[src/rtl/elevator_call_scheduler_pkg.sv]
// Shared definitions for the elevator call scheduler: state encoding,
// floor-number width and the largest supported building.
package elevator_call_scheduler_pkg;

    localparam int FLOOR_W    = 4;
    localparam int MAX_FLOORS = 16;

    typedef enum logic [1:0] {
        ST_IDLE       = 2'd0,
        ST_SWEEP_UP   = 2'd1,
        ST_SWEEP_DOWN = 2'd2,
        ST_DOOR       = 2'd3
    } sched_state_t;

    // One-hot mask for a floor number over the full 16-floor space.
    function automatic logic [MAX_FLOORS-1:0] floor_bit(input logic [FLOOR_W-1:0] floor);
        floor_bit = MAX_FLOORS'(1) << floor;
    endfunction

endpackage

[src/rtl/elevator_call_scheduler_floor_select.sv]
// Nearest pending floor in one direction, current floor inclusive.
// up=1 returns the lowest pending floor >= current_floor,
// up=0 returns the highest pending floor <= current_floor.
module floor_select
    import elevator_call_scheduler_pkg::*;
(
    input  logic [MAX_FLOORS-1:0] pending,
    input  logic [FLOOR_W-1:0]    current_floor,
    input  logic                  up,
    output logic                  found,
    output logic [FLOOR_W-1:0]    floor
);

    // Scan away from the car so the last hit is the nearest one.
    always_comb begin
        found = 1'b0;
        floor = current_floor;
        if (up) begin
            for (int i = MAX_FLOORS - 1; i >= 0; i--) begin
                if (pending[i] && (FLOOR_W'(i) >= current_floor)) begin
                    found = 1'b1;
                    floor = FLOOR_W'(i);
                end
            end
        end else begin
            for (int i = 0; i < MAX_FLOORS; i++) begin
                if (pending[i] && (FLOOR_W'(i) <= current_floor)) begin
                    found = 1'b1;
                    floor = FLOOR_W'(i);
                end
            end
        end
    end

endmodule

[src/rtl/elevator_call_scheduler.sv]
// LOOK-scheduling call scheduler: latches floor calls into a pending
// bitmap, picks the next target for the car controller and holds the
// door open for a fixed dwell at each served floor.
module elevator_call_scheduler
    import elevator_call_scheduler_pkg::*;
#(
    parameter int          FLOORS       = 10,
    parameter logic [31:0] DWELL_CYCLES = 32'd20000000
)
(
    input  logic               clk,
    input  logic               rst_n,
    input  logic               call_valid,
    input  logic [FLOOR_W-1:0] call_floor,
    input  logic [FLOOR_W-1:0] current_floor,
    input  logic               car_idle,
    output logic [FLOOR_W-1:0] requested_floor,
    output logic [FLOORS-1:0]  pending,
    output logic               door_open,
    output logic               dir_up,
    output logic               busy
);

    sched_state_t          state, state_next;
    logic [FLOOR_W-1:0]    req_next;
    logic                  dir_next;
    logic [31:0]           dwell, dwell_next;
    logic [FLOORS-1:0]     pending_next;
    logic [MAX_FLOORS-1:0] pend_ext;
    logic [MAX_FLOORS-1:0] clr_ext;
    logic [MAX_FLOORS-1:0] set_ext;
    logic                  any_above, any_below, at_cur, arrival;
    logic                  up_found, dn_found;
    logic [FLOOR_W-1:0]    up_floor, dn_floor;

    // Widen to 16 floors so any 4-bit floor number indexes safely.
    assign pend_ext = MAX_FLOORS'(pending);
    assign at_cur   = pend_ext[current_floor];

    assign door_open = (state == ST_DOOR);
    assign busy      = (state != ST_IDLE) || (|pending);

    assign arrival = ((state == ST_SWEEP_UP) || (state == ST_SWEEP_DOWN)) &&
                     car_idle && (current_floor == requested_floor) && at_cur;

    floor_select u_sel_up (
        .pending       (pend_ext),
        .current_floor (current_floor),
        .up            (1'b1),
        .found         (up_found),
        .floor         (up_floor)
    );

    floor_select u_sel_dn (
        .pending       (pend_ext),
        .current_floor (current_floor),
        .up            (1'b0),
        .found         (dn_found),
        .floor         (dn_floor)
    );

    // Strictly-above / strictly-below pending calls, used by IDLE.
    always_comb begin
        any_above = 1'b0;
        any_below = 1'b0;
        for (int i = 0; i < MAX_FLOORS; i++) begin
            if (pend_ext[i] && (FLOOR_W'(i) > current_floor)) any_above = 1'b1;
            if (pend_ext[i] && (FLOOR_W'(i) < current_floor)) any_below = 1'b1;
        end
    end

    // Next state, target floor, direction, dwell count and served-floor clear.
    always_comb begin
        state_next = state;
        req_next   = requested_floor;
        dir_next   = dir_up;
        dwell_next = dwell;
        clr_ext    = '0;
        unique case (state)
            ST_IDLE: begin
                req_next = current_floor;
                if (any_above) begin
                    state_next = ST_SWEEP_UP;
                    dir_next   = 1'b1;
                    req_next   = up_floor;
                end else if (any_below) begin
                    state_next = ST_SWEEP_DOWN;
                    dir_next   = 1'b0;
                    req_next   = dn_floor;
                end else if (at_cur && car_idle) begin
                    state_next = ST_DOOR;
                    clr_ext    = floor_bit(current_floor);
                    dwell_next = DWELL_CYCLES;
                end
            end
            ST_SWEEP_UP: begin
                if (arrival) begin
                    state_next = ST_DOOR;
                    clr_ext    = floor_bit(current_floor);
                    dwell_next = DWELL_CYCLES;
                end else if (pending == '0) begin
                    state_next = ST_IDLE;
                end else if (up_found) begin
                    dir_next = 1'b1;
                    req_next = up_floor;
                end else begin
                    state_next = ST_SWEEP_DOWN;
                    dir_next   = 1'b0;
                    req_next   = dn_floor;
                end
            end
            ST_SWEEP_DOWN: begin
                if (arrival) begin
                    state_next = ST_DOOR;
                    clr_ext    = floor_bit(current_floor);
                    dwell_next = DWELL_CYCLES;
                end else if (pending == '0) begin
                    state_next = ST_IDLE;
                end else if (dn_found) begin
                    dir_next = 1'b0;
                    req_next = dn_floor;
                end else begin
                    state_next = ST_SWEEP_UP;
                    dir_next   = 1'b1;
                    req_next   = up_floor;
                end
            end
            ST_DOOR: begin
                // Target is frozen while the door is open; on the last dwell
                // cycle the next target is chosen so it appears as the door closes.
                if (dwell <= 32'd1) begin
                    dwell_next = '0;
                    if (pending == '0) begin
                        state_next = ST_IDLE;
                    end else if ((dir_up && up_found) || (!dir_up && !dn_found)) begin
                        state_next = ST_SWEEP_UP;
                        dir_next   = 1'b1;
                        req_next   = up_floor;
                    end else begin
                        state_next = ST_SWEEP_DOWN;
                        dir_next   = 1'b0;
                        req_next   = dn_floor;
                    end
                end else begin
                    dwell_next = dwell - 32'd1;
                end
            end
            default: state_next = ST_IDLE;
        endcase
    end

    // Call capture: a call to the floor being cleared, or to the car's floor
    // while the door is open, is absorbed; out-of-range floors fall off the slice.
    always_comb begin
        set_ext = '0;
        if (call_valid) set_ext = floor_bit(call_floor) & ~clr_ext;
        if ((state == ST_DOOR) && (call_floor == current_floor)) set_ext = '0;
        pending_next = (pending & ~clr_ext[FLOORS-1:0]) | set_ext[FLOORS-1:0];
    end

    // Register all scheduler state; reset returns every output to idle values.
    always_ff @(posedge clk or negedge rst_n) begin
        if (!rst_n) begin
            state           <= ST_IDLE;
            pending         <= '0;
            requested_floor <= '0;
            dir_up          <= 1'b1;
            dwell           <= '0;
        end else begin
            state           <= state_next;
            pending         <= pending_next;
            requested_floor <= req_next;
            dir_up          <= dir_next;
            dwell           <= dwell_next;
        end
    end

endmodule

[config.mk]
export PLATFORM = sky130hd
export DESIGN_NAME = elevator_call_scheduler
export DESIGN_NICKNAME = d
export VERILOG_FILES = /design/src/rtl/elevator_call_scheduler_pkg.sv /design/src/rtl/elevator_call_scheduler_floor_select.sv /design/src/rtl/elevator_call_scheduler.sv
export SDC_FILE = /design/constraint.sdc
export NUM_CORES = 1
export LEC_CHECK = 0
export CORE_UTILIZATION = 40
export DETAILED_ROUTE_END_ITERATION = 7
export SLEW_MARGIN = 30
export SYNTH_ARGS = -nofsm -noshare
export SYNTH_HDL_FRONTEND = slang
export SYNTH_SLANG_ARGS = --single-unit
export TNS_END_PERCENT = 100
[constraint.sdc]
create_clock -name clk -period 2.53 [get_ports clk]
set_clock_uncertainty 0.05 [all_clocks]
set_input_delay 0.6325 -clock clk [delete_from_list [all_inputs] [get_ports clk]]
set_output_delay 0.6325 -clock clk [all_outputs]
set_load 0.01 [all_outputs]
Word-level counts from Yosys, hierarchy flattened
Index checks and enable logic that the tools add are counted.
{"block": "classes", "n_mul": 0, "shifts": 2, "n_div": 0, "n_lt_le_gt_ge": 42, "eq_ne": 19, "reduce_logical": 61, "n_addsub": 1, "bitwise_logic": 5, "n_mux": 112}
{"cell": "32-bit two-way mux", "count": 5}
{"cell": "4-bit two-way mux", "count": 31}
{"cell": "32-bit case mux with 3 select lines", "count": 1}
{"cell": "10-bit two-way mux", "count": 6}
{"cell": "1-bit two-way mux", "count": 52}
{"cell": "1-bit logical AND", "count": 47}
{"cell": "32-bit by 1-bit less-or-equal comparator with 1-bit output, second input constant", "count": 1}
{"cell": "32-bit by 1-bit subtractor with 32-bit output, second input constant", "count": 1}
{"cell": "2-bit two-way mux", "count": 12}
{"cell": "10-bit bitwise AND", "count": 2}
{"cell": "10-bit NOT", "count": 2}
{"cell": "10-bit case mux with 2 select lines", "count": 1}
{"cell": "1-bit by 4-bit << shifter with 10-bit output, first input constant", "count": 2}
{"cell": "3-bit by 4-bit >= comparator with 1-bit output, first input constant", "count": 4}
{"cell": "3-bit by 4-bit > comparator with 1-bit output, first input constant", "count": 4}
{"cell": "3-bit by 4-bit less-or-equal comparator with 1-bit output, first input constant", "count": 4}
{"cell": "3-bit by 4-bit < comparator with 1-bit output, first input constant", "count": 4}
{"cell": "2-bit != test, second input constant", "count": 8}
{"cell": "4-bit case mux with 4 select lines", "count": 1}
{"cell": "10-bit logical NOT", "count": 1}
{"cell": "10-bit OR", "count": 1}
{"cell": "10-bit OR reduction", "count": 1}
{"cell": "4-bit equality test", "count": 2}
{"cell": "1-bit by 4-bit >= comparator with 1-bit output, first input constant", "count": 2}
{"cell": "other kinds (29)", "count": 47}
{"block": "word_totals", "mem_count": 0, "ram_bits": 0, "latchBits": 0, "rom_bits": 0, "elab_cells": 247, "regBits": 49}

Depth between registers and ports, before layout
{"block": "logic_depth", "ltp_word": 20, "mapped_depth": 12, "mapped_depth_nobuf": 9}

Cells and area by module
From an unflattened synthesis, not the netlist that was laid out.
{"block": "unflattened", "hier_cells": 712, "area_unflattened_um2": 5131.2}
{"module": "elevator_call_scheduler", "cells_per_inst": 404, "n_inst": 1, "seq_area_each_um2": 1227.4, "area_per_inst_um2": 3339.5}
{"module": "floor_select", "cells_per_inst": 154, "n_inst": 2, "seq_area_each_um2": 0.0, "area_per_inst_um2": 895.9}

Worst setup path after synthesis
No wires, ideal clock.
{"block": "synth_timing", "kind": "input to register", "from": "input current_floor[1]", "to": "register state[0]", "cell_stages": 9, "t_arrival_ps": 2787, "slack_ps": -435, "t_required_ps": 2352, "setup_time_ps": 128, "path_cell_list": "buf_4 buf_6 or4_4 a21oi_2 or4b_4 o21ai_2 a21oi_1 a211oi_2 mux2_1"}
{"block": "synth_between", "elab_chain_cells": 19, "elab_cells_between_ends": 142, "classes_between": "order compare (40); eq/ne (4); mux (50); reduce/logical (48)"}
{"element": "start: declaration", "line_no": "elevator_call_scheduler.sv:15", "source": "input logic [FLOOR_W-1:0] current_floor,"}
{"element": "1-bit by 4-bit less-or-equal comparator with 1-bit output"}
{"element": "1-bit logical AND"}
{"element": "1-bit two-way mux (10 in a row)", "line_no": "elevator_call_scheduler_floor_select.sv:27", "source": "if (pending[i] && (FLOOR_W'(i) <= current_floor)) begin"}
{"element": "1-bit logical NOT", "line_no": "elevator_call_scheduler.sv:135", "source": "end else if ((dir_up && up_found) || (!dir_up && !dn_found)) begin"}
{"element": "1-bit logical AND", "line_no": "elevator_call_scheduler.sv:135"}
{"element": "1-bit logical OR", "line_no": "elevator_call_scheduler.sv:135"}
{"element": "2-bit two-way mux", "line_no": "elevator_call_scheduler.sv:135"}
{"element": "2-bit two-way mux", "line_no": "elevator_call_scheduler.sv:133", "source": "if (pending == '0) begin"}
{"element": "2-bit two-way mux", "line_no": "elevator_call_scheduler.sv:131", "source": "if (dwell <= 32'd1) begin"}
{"element": "2-bit case mux with 4 select lines", "line_no": "elevator_call_scheduler.sv:79", "source": "unique case (state)"}
{"element": "end signal: assignment", "line_no": "elevator_call_scheduler.sv:170", "source": "state <= state_next;"}
{"element": "end: declaration", "line_no": "elevator_call_scheduler.sv:24", "source": "sched_state_t state, state_next;"}
Parallel ways exist; a longest one is shown, timed or not. The select of a mux whose other input is x is not followed.
A chain may end at the register's enable or synchronous reset.

Final worst setup path
{"block": "layout_timing", "from": "input current_floor[0]", "to": "register dwell[6]"}
{"block": "layout_between", "elab_chain_cells": 14, "elab_cells_between_ends": 71, "classes_between": "order compare (20); eq/ne (5); mux (22); reduce/logical (24)"}
{"element": "1-bit by 4-bit < comparator with 1-bit output / 1-bit by 4-bit > comparator with 1-bit output (equally long branches)", "line_no": "elevator_call_scheduler.sv:68, elevator_call_scheduler.sv:67"}
{"element": "1-bit logical AND (on tied branches)", "line_no": "elevator_call_scheduler.sv:68, elevator_call_scheduler.sv:67"}
{"element": "1-bit two-way mux (on tied branches) (10 in a row)", "line_no": "elevator_call_scheduler.sv:68, elevator_call_scheduler.sv:67"}
{"element": "2-bit != test (no source line)"}
{"element": "4-bit AND reduction (no source line) *"}
{"element": "end signal: assignment", "line_no": "elevator_call_scheduler.sv:174", "source": "dwell <= dwell_next;"}
{"element": "end: declaration", "line_no": "elevator_call_scheduler.sv:27", "source": "logic [31:0] dwell, dwell_next;"}
Mark *: on every way between the ends. The rest lies on a longest branch, timed or not. The select of a mux whose other input is x is not followed.

==> flow_metrics.tcl <==
set metrics [dict create \
    status "finished, violations left" \
    violations "setup timing" \
    layout_commonest_cell "buf_4" \
    hold_buffers 0 \
    r2r_setup_slack_ns -0.20 \
    cp_slowest_cell "or3_4" \
    synth_fp_nets 536 \
    synth_warnings 0 \
    startpoint "current_floor[0]" \
    synthCells 517 \
    clock_latency_ns 0.32 \
    first_iter_violations 318 \
    cap_violations 0 \
    peakVddDrop_uv 467.1 \
    rsz0062_at_grt "true" \
    drc 0 \
    dp.final_hpwl_um 10260 \
    drtPass1Iterations 5 \
    fin_crit_ns 2.746 \
    period_share 1.085 \
    antenna_found_initial 0 \
    nNetsFinal 707 \
    grt.busiest_layer "met2" \
    met1_usage 0.3576 \
    setup.worst_path.class "primary input to flop" \
    fin_area_mm2 0.006596 \
    placementRows 36 \
    die_h_um 103.4 \
    cp.required_ns 2.71 \
    use_met3 0.03898 \
    synthesis.area_mm2 0.004111 \
    async_reset_ff_frac 1.000 \
    gp_congestion 0.9347 \
    wl_per_cell_um 19.17 \
    crit_path_end "dwell[6]" \
    worst_pin_slew_ns 0.6732 \
    synth_edf_count 0 \
    ios 29 \
    crit_path_end_kind "flop" \
    worst_slack_ns -0.2158 \
    antenna_cells 0 \
    drt-total-wl_um 15750 \
    synth_cell_types 75 \
    use_met2 0.5191 \
    io_buffers 28 \
    die_w_um 103.4 \
    slew_headroom 0.5512 \
    r2r_cells 10 \
    r2r_end "dwell[6]" \
    p_per_area_mw_per_mm2 901.7 \
    cts_made_buffers 5 \
    worstSetupStartpointType "primary input" \
    tritoncts "built" \
    globalRouteTotalUtil 0.2937 \
    path_cells "buf_8 > buf_12 > buf_12 > buf_6 > a21oi_4 > o2111ai_2 > o31ai_2 > nand2_1 > o31a_1 > or3_4 > bufbuf_16 > o31ai_2" \
    crit_path_max_fanout 10 \
    htree_levels 2 \
    start_util 0.4168 \
    path_clk_slew_ns 0.09 \
    cts-root-buf "clkbuf_8" \
    cpPeakStageDelay_ns 0.41 \
    ys.flop_type "dfrtp_1" \
    max_freq_mhz 364.2 \
    clockBufferDepth 2 \
    fp.dieArea_mm2 0.01069 \
    layout-drive-gt1-share 0.4383 \
    setup-violations-final 38 \
    ant_nets 0 \
    grt_pass1_vias 4769 \
    slew_violations 0 \
    power_w 0.005948 \
    ys_seq_area_frac 0.2985 \
    final_cells 822 \
    grt_pass1_wl_um 23940 \
    clock-sinks 49 \
    worst_ep_arrival_time_ns 2.93 \
    yosys_register_bits 49 \
    hp-class "primary input to asynchronous set/reset pin" \
    vias 4897 \
    syn_avg_cell_area_um2 7.953 \
    r2r-start "pending[6]" \
    overflow 0 \
    leakage_nw 2.775 \
    vias_per_cell 5.957 \
    dp_cells 775 \
    dpl_cell_area_mm2 0.005465 \
    coreArea_mm2 0.009864 \
    syn2layout_area_growth_pct 60.44 \
    grt_max_degree 50 \
    mostFrequentLayoutCells "148 x buf_4, 44 x nor2_1, 43 x dfrtp_1" \
    hold_viol_final 0 \
]
## what timing repair did
item / CTS / global route
setup endpoints to repair: 50 / 50
setup buffers: 26 / 10
gates resized for setup: 101 / 95
pin swaps: 34 / 35
cloned: 6 / 0
## worst min path at each step
stage	from	endpoint	slack, ns	cells past startpoint
global route	rst_n	dwell[2]	0.45	2
global placement	dwell[13]	dwell[13]	0.44	2
finish	rst_n	dwell[0]	0.37	2
CTS	rst_n	dwell[12]	0.40	2
detailed placement	dwell[9]	dwell[9]	0.45	2
floorplan	rst_n	dwell[0]	0.29	0
## kinds of logic after synthesis
logic type,synth area share
AO/OA/AOI/OAI,0.3250
XOR/XNOR,0.01704
adder cells (fa/ha/maj),0.02130
buffers and inverters,0.06360
flip-flops,0.2985
multiplexers,0.02404
AND/OR/NAND/NOR,0.2505
## per-stage QoR
step                TNS [ns]  hold slack (ns)  setup slack [ns]  utilization
finish                -4.693           0.3728           -0.2158       0.6687
global route          -6.789           0.4468           -0.2666       0.6687
CTS                   -3.670           0.4008           -0.1917       0.6292
detailed placement    -35.25           0.4523           -0.8421       0.5540
global placement      -34.44           0.4361           -0.8559       0.5540
floorplan             -4.791           0.2869           -0.4173            -
## layer usage
| metal | wire length, um | up-vias |
|---|---|---|
| li1 | - | 2278 |
| met1 | 6411 | 2395 |
| met2 | 8105 | 176 |
| met3 | 705 | 48 |
| met4 | 531 | 0 |
| met5 | 0 | - |
## cell usage after synthesis (all sizes together), types with 4 or more instances
cell / number / area (um2)
nand2b: 13 / 81.33
nand3: 15 / 75.07
nor2: 50 / 190.2
o31ai: 23 / 177.7
nor2b: 11 / 68.82
or2: 4 / 25.02
ha: 7 / 87.58
nand2: 18 / 70.07
xnor2: 4 / 35.03
a21oi: 37 / 188.9
a221oi: 4 / 35.03
dfrtp: 48 / 1201
nor3: 25 / 125.1
or4: 6 / 48.80
o21ai: 85 / 432.9
xor2: 4 / 35.03
o211ai: 5 / 37.54
clkbuf: 20 / 76.32
nor4: 12 / 111.4
and2: 6 / 37.54
a41oi: 5 / 43.79
a31oi: 12 / 75.07
buf: 17 / 117.6
inv: 17 / 63.81
a21boi: 5 / 37.54
or3: 6 / 37.54
## worst max-delay path, delay by kind of cell
family          cells  cell delay (ns)
compound gates      5             0.99
buf+inv             5             0.75
simple gates        2             0.54
## report_power, final
part / switching, W / internal [W]
clock network: 0.000292 / 0.000323
registers: 0.000226 / 0.000958
logic: 0.00222 / 0.00193
## state kept, by name, indices dropped and copies added (netlist names)
register         count
dwell               32
pending             10
dir_up               1
state                2
requested_floor      4
## layout make-up
cell class	instances	area (um2)
clock inverter	1	30.03
inverter	18	67.56
sequential	49	1234
tap	133	166.4
fill	762	3268
clock buffer	7	86.33
multi-input combinational	413	3189
timing repair buffer	201	1823
(Power assumes the default switching activity.)
